### src/rtl/receive_decoder.sv
// rtl/receive_decoder.sv - UART receiver pairing two bytes into a 16-bit word; optional RX_PARITY_EN macro selects 8E1 framing
module receive_decoder #(
  parameter int CLKS_PER_BIT      = 87,
  parameter int IDLE_TIMEOUT_BITS = 20
) (
  input  logic        clk,
  input  logic        rst,
  input  logic        serial_in,
  input  logic        read_en,
  output logic [15:0] word_out,
  output logic        word_valid,
  output logic        rx_active,
  output logic        frame_err,
  output logic        overrun
);

  localparam logic [9:0]  BIT_LAST  = 10'(CLKS_PER_BIT - 1);
  localparam logic [9:0]  HALF_LAST = 10'((CLKS_PER_BIT - 1) / 2);
  localparam logic [31:0] TO_LAST   = 32'(IDLE_TIMEOUT_BITS * CLKS_PER_BIT - 1);

  typedef enum logic [2:0] {
    ST_IDLE,
    ST_START,
    ST_DATA,
`ifdef RX_PARITY_EN
    ST_PARITY,
`endif
    ST_STOP
  } state_t;

  state_t      state_q;
  logic [9:0]  cnt_q;
  logic [2:0]  idx_q;
  logic [7:0]  shift_q;
  logic [7:0]  low_q;
  logic        phase_q;      // 1: a low byte is pending
  logic        arm_q;        // line has been seen high since entering IDLE
  logic [31:0] idle_cnt_q;
  logic        word_pend_q;
  logic [15:0] word_new_q;
  logic        frame_err_q;
  logic        s1_q, s2_q;
  logic [1:0]  warm_q;       // synchronizer holds real line data once warm_q[1] is set
  logic [15:0] word_out_q;
  logic        word_valid_q;
  logic        overrun_q;
  logic        rx;
  logic        byte_ok;

`ifdef RX_PARITY_EN
  logic        par_bad_q;
  assign byte_ok = rx && !par_bad_q;
`else
  assign byte_ok = rx;
`endif

  assign rx         = s2_q;
  assign word_out   = word_out_q;
  assign word_valid = word_valid_q;
  assign rx_active  = (state_q != ST_IDLE);
  assign frame_err  = frame_err_q;
  assign overrun    = overrun_q;

  // Two-flop line synchronizer plus a warm-up marker so reset values never look like a real edge
  always_ff @(posedge clk or posedge rst) begin
    if (rst) begin
      s1_q   <= 1'b1;
      s2_q   <= 1'b1;
      warm_q <= 2'b00;
    end else begin
      s1_q   <= serial_in;
      s2_q   <= s1_q;
      warm_q <= {warm_q[0], 1'b1};
    end
  end

  // Frame FSM: bit timing, byte assembly, byte pairing, idle timeout and frame error flag
  always_ff @(posedge clk or posedge rst) begin
    if (rst) begin
      state_q     <= ST_IDLE;
      cnt_q       <= '0;
      idx_q       <= '0;
      shift_q     <= '0;
      low_q       <= '0;
      phase_q     <= 1'b0;
      arm_q       <= 1'b0;
      idle_cnt_q  <= '0;
      word_pend_q <= 1'b0;
      word_new_q  <= '0;
      frame_err_q <= 1'b0;
`ifdef RX_PARITY_EN
      par_bad_q   <= 1'b0;
`endif
    end else begin
      word_pend_q <= 1'b0;
      if (read_en) frame_err_q <= 1'b0;
      case (state_q)
        ST_IDLE: begin
          cnt_q <= '0;
          idx_q <= '0;
          if (rx && warm_q[1]) arm_q <= 1'b1;
          if (!rx && arm_q) begin
            state_q    <= ST_START;
            idle_cnt_q <= '0;
          end else if (phase_q && rx) begin
            if (idle_cnt_q == TO_LAST) begin
              phase_q    <= 1'b0;
              idle_cnt_q <= '0;
            end else begin
              idle_cnt_q <= idle_cnt_q + 32'd1;
            end
          end else begin
            idle_cnt_q <= '0;
          end
        end
        ST_START: begin
          if (cnt_q == HALF_LAST) begin
            cnt_q   <= '0;
            state_q <= rx ? ST_IDLE : ST_DATA;
          end else begin
            cnt_q <= cnt_q + 10'd1;
          end
        end
        ST_DATA: begin
          if (cnt_q == BIT_LAST) begin
            cnt_q   <= '0;
            shift_q <= {rx, shift_q[7:1]};
            if (idx_q == 3'd7) begin
              idx_q   <= '0;
`ifdef RX_PARITY_EN
              state_q <= ST_PARITY;
`else
              state_q <= ST_STOP;
`endif
            end else begin
              idx_q <= idx_q + 3'd1;
            end
          end else begin
            cnt_q <= cnt_q + 10'd1;
          end
        end
`ifdef RX_PARITY_EN
        ST_PARITY: begin
          if (cnt_q == BIT_LAST) begin
            cnt_q   <= '0;
            state_q <= ST_STOP;
            if (rx != ^shift_q) begin
              par_bad_q   <= 1'b1;
              frame_err_q <= 1'b1;
              phase_q     <= 1'b0;
            end
          end else begin
            cnt_q <= cnt_q + 10'd1;
          end
        end
`endif
        ST_STOP: begin
          if (cnt_q == BIT_LAST) begin
            cnt_q   <= '0;
            state_q <= ST_IDLE;
            arm_q   <= rx;
`ifdef RX_PARITY_EN
            par_bad_q <= 1'b0;
`endif
            if (!rx) begin
              frame_err_q <= 1'b1;
              phase_q     <= 1'b0;
            end else if (byte_ok) begin
              if (!phase_q) begin
                low_q   <= shift_q;
                phase_q <= 1'b1;
              end else begin
                word_new_q  <= {shift_q, low_q};
                word_pend_q <= 1'b1;
                phase_q     <= 1'b0;
              end
            end
          end else begin
            cnt_q <= cnt_q + 10'd1;
          end
        end
        default: state_q <= ST_IDLE;
      endcase
    end
  end

  // Output word register with consumer handshake and overrun detection
  always_ff @(posedge clk or posedge rst) begin
    if (rst) begin
      word_out_q   <= '0;
      word_valid_q <= 1'b0;
      overrun_q    <= 1'b0;
    end else if (word_pend_q) begin
      if (word_valid_q && !read_en) begin
        overrun_q <= 1'b1;
      end else begin
        word_out_q   <= word_new_q;
        word_valid_q <= 1'b1;
      end
    end else if (read_en) begin
      word_valid_q <= 1'b0;
      overrun_q    <= 1'b0;
    end
  end

endmodule

### config.mk
export PLATFORM = sky130hd
export DESIGN_NAME = receive_decoder
export DESIGN_NICKNAME = d
export VERILOG_FILES = /design/src/rtl/receive_decoder.sv
export SDC_FILE = /design/constraint.sdc
export NUM_CORES = 1
export LEC_CHECK = 0
export CORE_MARGIN = 2
export CORE_UTILIZATION = 60
export DETAILED_ROUTE_END_ITERATION = 10
export GPL_ROUTABILITY_DRIVEN = 0
export PLACE_DENSITY = 0.83
export SETUP_SLACK_MARGIN = 0.3
export SKIP_CTS_REPAIR_TIMING = 1
export SYNTH_ARGS = -nofsm -noshare
export SYNTH_HDL_FRONTEND = slang
export SYNTH_SLANG_ARGS = --single-unit
### constraint.sdc
create_clock -name clk -period 5.5 [get_ports clk]
set_input_delay 1.1 -clock clk [delete_from_list [all_inputs] [get_ports clk]]
set_output_delay 1.1 -clock clk [all_outputs]
set_load 0.01 [all_outputs]
==> results.md <==
- # port buffers: 23
- Vert. Die Dim: 93.2 um
- Worst path max stage delay: 0.58 ns
- Cell taking the most area after synthesis: dfrtp_1
- Critical path type: flop to primary output
- DRC marker count from the first detailed-route iteration: 171
- First-pass GRT wire length: 14.7 mm
- Post-Route Setup TNS: 0 ns
- Post-DP HPWL: 5.77 mm
- Vias in the first global route: 2996
- Mapped Cells: 397
- Std cell rows: 32
- H-tree levels: 3
- CP arrival: 2.41 ns
- Clk_lat worst skew: 0.37 ns
- Fin crit share: 63.8%
- Slowest cell on crit path: clkdlybuf4s50_1
- Io pins: 24
- Net count reported at finish: 431
- TritonCTS Sinks: 105
- CTS tree: done
- Final setup vio count: 0
- Worst path bufs/invs: 2
- Count leader, synth: dfrtp_1
- Req. time, crit path: 4.40 ns
- Maximum clock rate: 0.285 GHz
- TritonCTS buffer count: 9
- Core Box Area: 7730 um2
- Cell Area, Synth: 4770 um2
- Top delay family on crit path: buffers and inverters
- Filler Cell Count: 549
- Hold/Removal Path Class: flop to flop
- Worst-margin pin slew: 1.17 ns
- RSZ-0062 raised after global routing: no
- Post-synth top area share: 54.0%
- Pwr Density: 266 nW/um2
- Ranking of synthesized cells by area: dfrtp_1, mux2_2, nor2_1
- Netlist cell types: 55
- Net Count, Synth: 406
- Residual DRC count: 0
- Clock transition at path regs: 0.11 ns
- MaxCap Viol Count: 0
- Initial antenna violation count: 0
- ANT cells: 0
- Syn Area/Cell: 12.0 um2
- Synth top cells by count: dfrtp_1, nor2_1, mux2_2
- Via count: 3063
- Total Routing Usage GR: 21.6%
- Post-synthesis sequential area ratio: 55.1%
- Design Power: 0.00140 W
- Fin. Hold Viols: 0
- Root cell of the clock tree: clkbuf_8
- Slew headroom: 21.1%
- Synthesis-stage register bit count: 105
- P&R area growth vs syn: 10.6%
- Main synth FF type: dfrtp_1
- Vias per Instance: 5.79
- Initial Util: 61.8%
- Yosys Warn Count: 0
- Tmin final: 3.51 ns
- VDD IR-drop max: 0.000197 V
- Status: finished, final reports clean
- Max FO, Critical Path: 12
- Share of layout cells above drive strength 1: 20.4%
- Post-synth EDFFs: 0
- Max-slew violations: 0
- Crit. End Element: primary output
- Detailed Routing Iterations Pass 1: 6
- P_leak: 2.44 nW
- Largest net degree at the start of global routing: 81
- Asr flop ratio synth: 100%
- Die Wd: 93.2 um
- CP Cell Sequence: nor2_1, clkinv_1, clkdlybuf4s50_1
- GRT overflow: 0
- Longest Clk Path Bufs: 2
- Startpoint Class: flop
- WL per Instance: 16.3 um
- Final ANT Viol Nets: 0
- Die ar.: 8690 um2
- WL final: 8.60 mm
- Skew final: 0.0134 ns
==> sequential cells by signal, indices dropped and copies added, names as in the netlist, 2 cells and up <==
name and cells:
cnt_q 10, idle_cnt_q 32, idx_q 3, low_q 8, shift_q 8, state_q 2
warm_q 2, word_new_q 16, word_out 16
==> power by group <==
part           total (W)  switching [W]  internal, W  leakage, nW
clock network   0.000489       0.000303     0.000186        0.107
registers       0.000804      0.0000203     0.000784         1.45
logic           0.000110      0.0000815    0.0000283        0.889
total            0.00140       0.000405     0.000998         2.44
==> worst reg2reg max path: stages (launching register included) <==
cell and delay [ns]:
dfrtp_1 0.45, nor3_2 0.38, nand4_1 0.20, nor4_4 0.98, mux2_2 0.44
==> final timing paths <==
kind | cells after the start | to | from | slack [ns]
hold / removal | 0 | warm_q[1] | warm_q[0] | 0.36
setup / recovery | 3 | rx_active | state_q[0] | 1.99
setup reg to reg | 4 | word_new_q[13] | cnt_q[7] | 2.95
min in group asynchronous | 2 | low_q[3] | rst | 1.28
max in group asynchronous | 3 | idle_cnt_q[14] | rst | 3.32
hold reg to reg | 0 | warm_q[1] | warm_q[0] | 0.36
==> placed cells by master (no fill, tap or decap), types with 2 or more instances in the layout <==
master and n:
inv_1 9, mux2_4 8, nor3_1 9, a21oi_1 3, nor4_1 7, xnor2_1 13, and4_1 2, nand3_1 21
inv_6 2, or3_1 2, clkbuf_8 9, clkinv_8 3, nor4_4 4, clkdlybuf4s50_1 23, dfstp_2 2, and3_1 3
a21o_1 2, and2_1 2, nand3_2 2, inv_8 2, o21ai_0 9, nand2b_1 2, xor2_1 17, nand2_1 28
or4_4 2, mux2_2 42, nor3b_1 2, or4_1 4, ha_1 5, nor2_1 43, dfrtp_1 103, o311ai_0 2
a22o_1 5, nand4_1 11
==> metal layers <==
layer | track usage (%) | routed length, um | vias to the layer above
li1 | - | - | 1463
met4 | 8.21 | 145 | 0
met3 | 2.90 | 270 | 11
met1 | 30.6 | 4020 | 1526
met2 | 34.3 | 4160 | 63
met5 | 0 | 0 | -
==> final cells by class <==
class,instances,area (um2),area share (%)
clock inverter,7,88.8,1.68
multi-input combinational,271,2030,38.4
timing repair buffer,24,238,4.50
inverter,11,43.8,0.829
sequential,105,2630,49.8
clock buffer,9,124,2.35
tap,102,128,2.42
==> cells by family (layout without fill, tap and decap cells) <==
logic type | count (synthesis) | in the layout | synth area share, %
AOI/OAI and AO/OA | 29 | 29 | 4.19
xor gates and xnor gates | 30 | 30 | 5.50
adders and majority gates | 5 | 5 | 1.31
buffers and inverters | 21 | 51 | 2.39
DFF | 105 | 105 | 55.1
muxes | 50 | 50 | 12.4
other | 1 | 1 | 0.0786
and+or+nand+nor | 156 | 156 | 19.0
==> through the flow <==
stage	util, %	cells	setup WS [ns]	area [um2]	hold slack (ns)
3_3_place_gp	65.6	513	2.56	5070	0.332
6_report	68.3	529	1.99	5280	0.359
5_1_grt	68.3	529	1.85	5280	0.367
3_5_place_dp	65.6	513	2.46	5070	0.335
2_1_floorplan	-	397	1.64	4770	0.331
4_1_cts	68.3	529	2.03	5280	0.361
No activity file was read; power rests on OpenSTA's default activity.
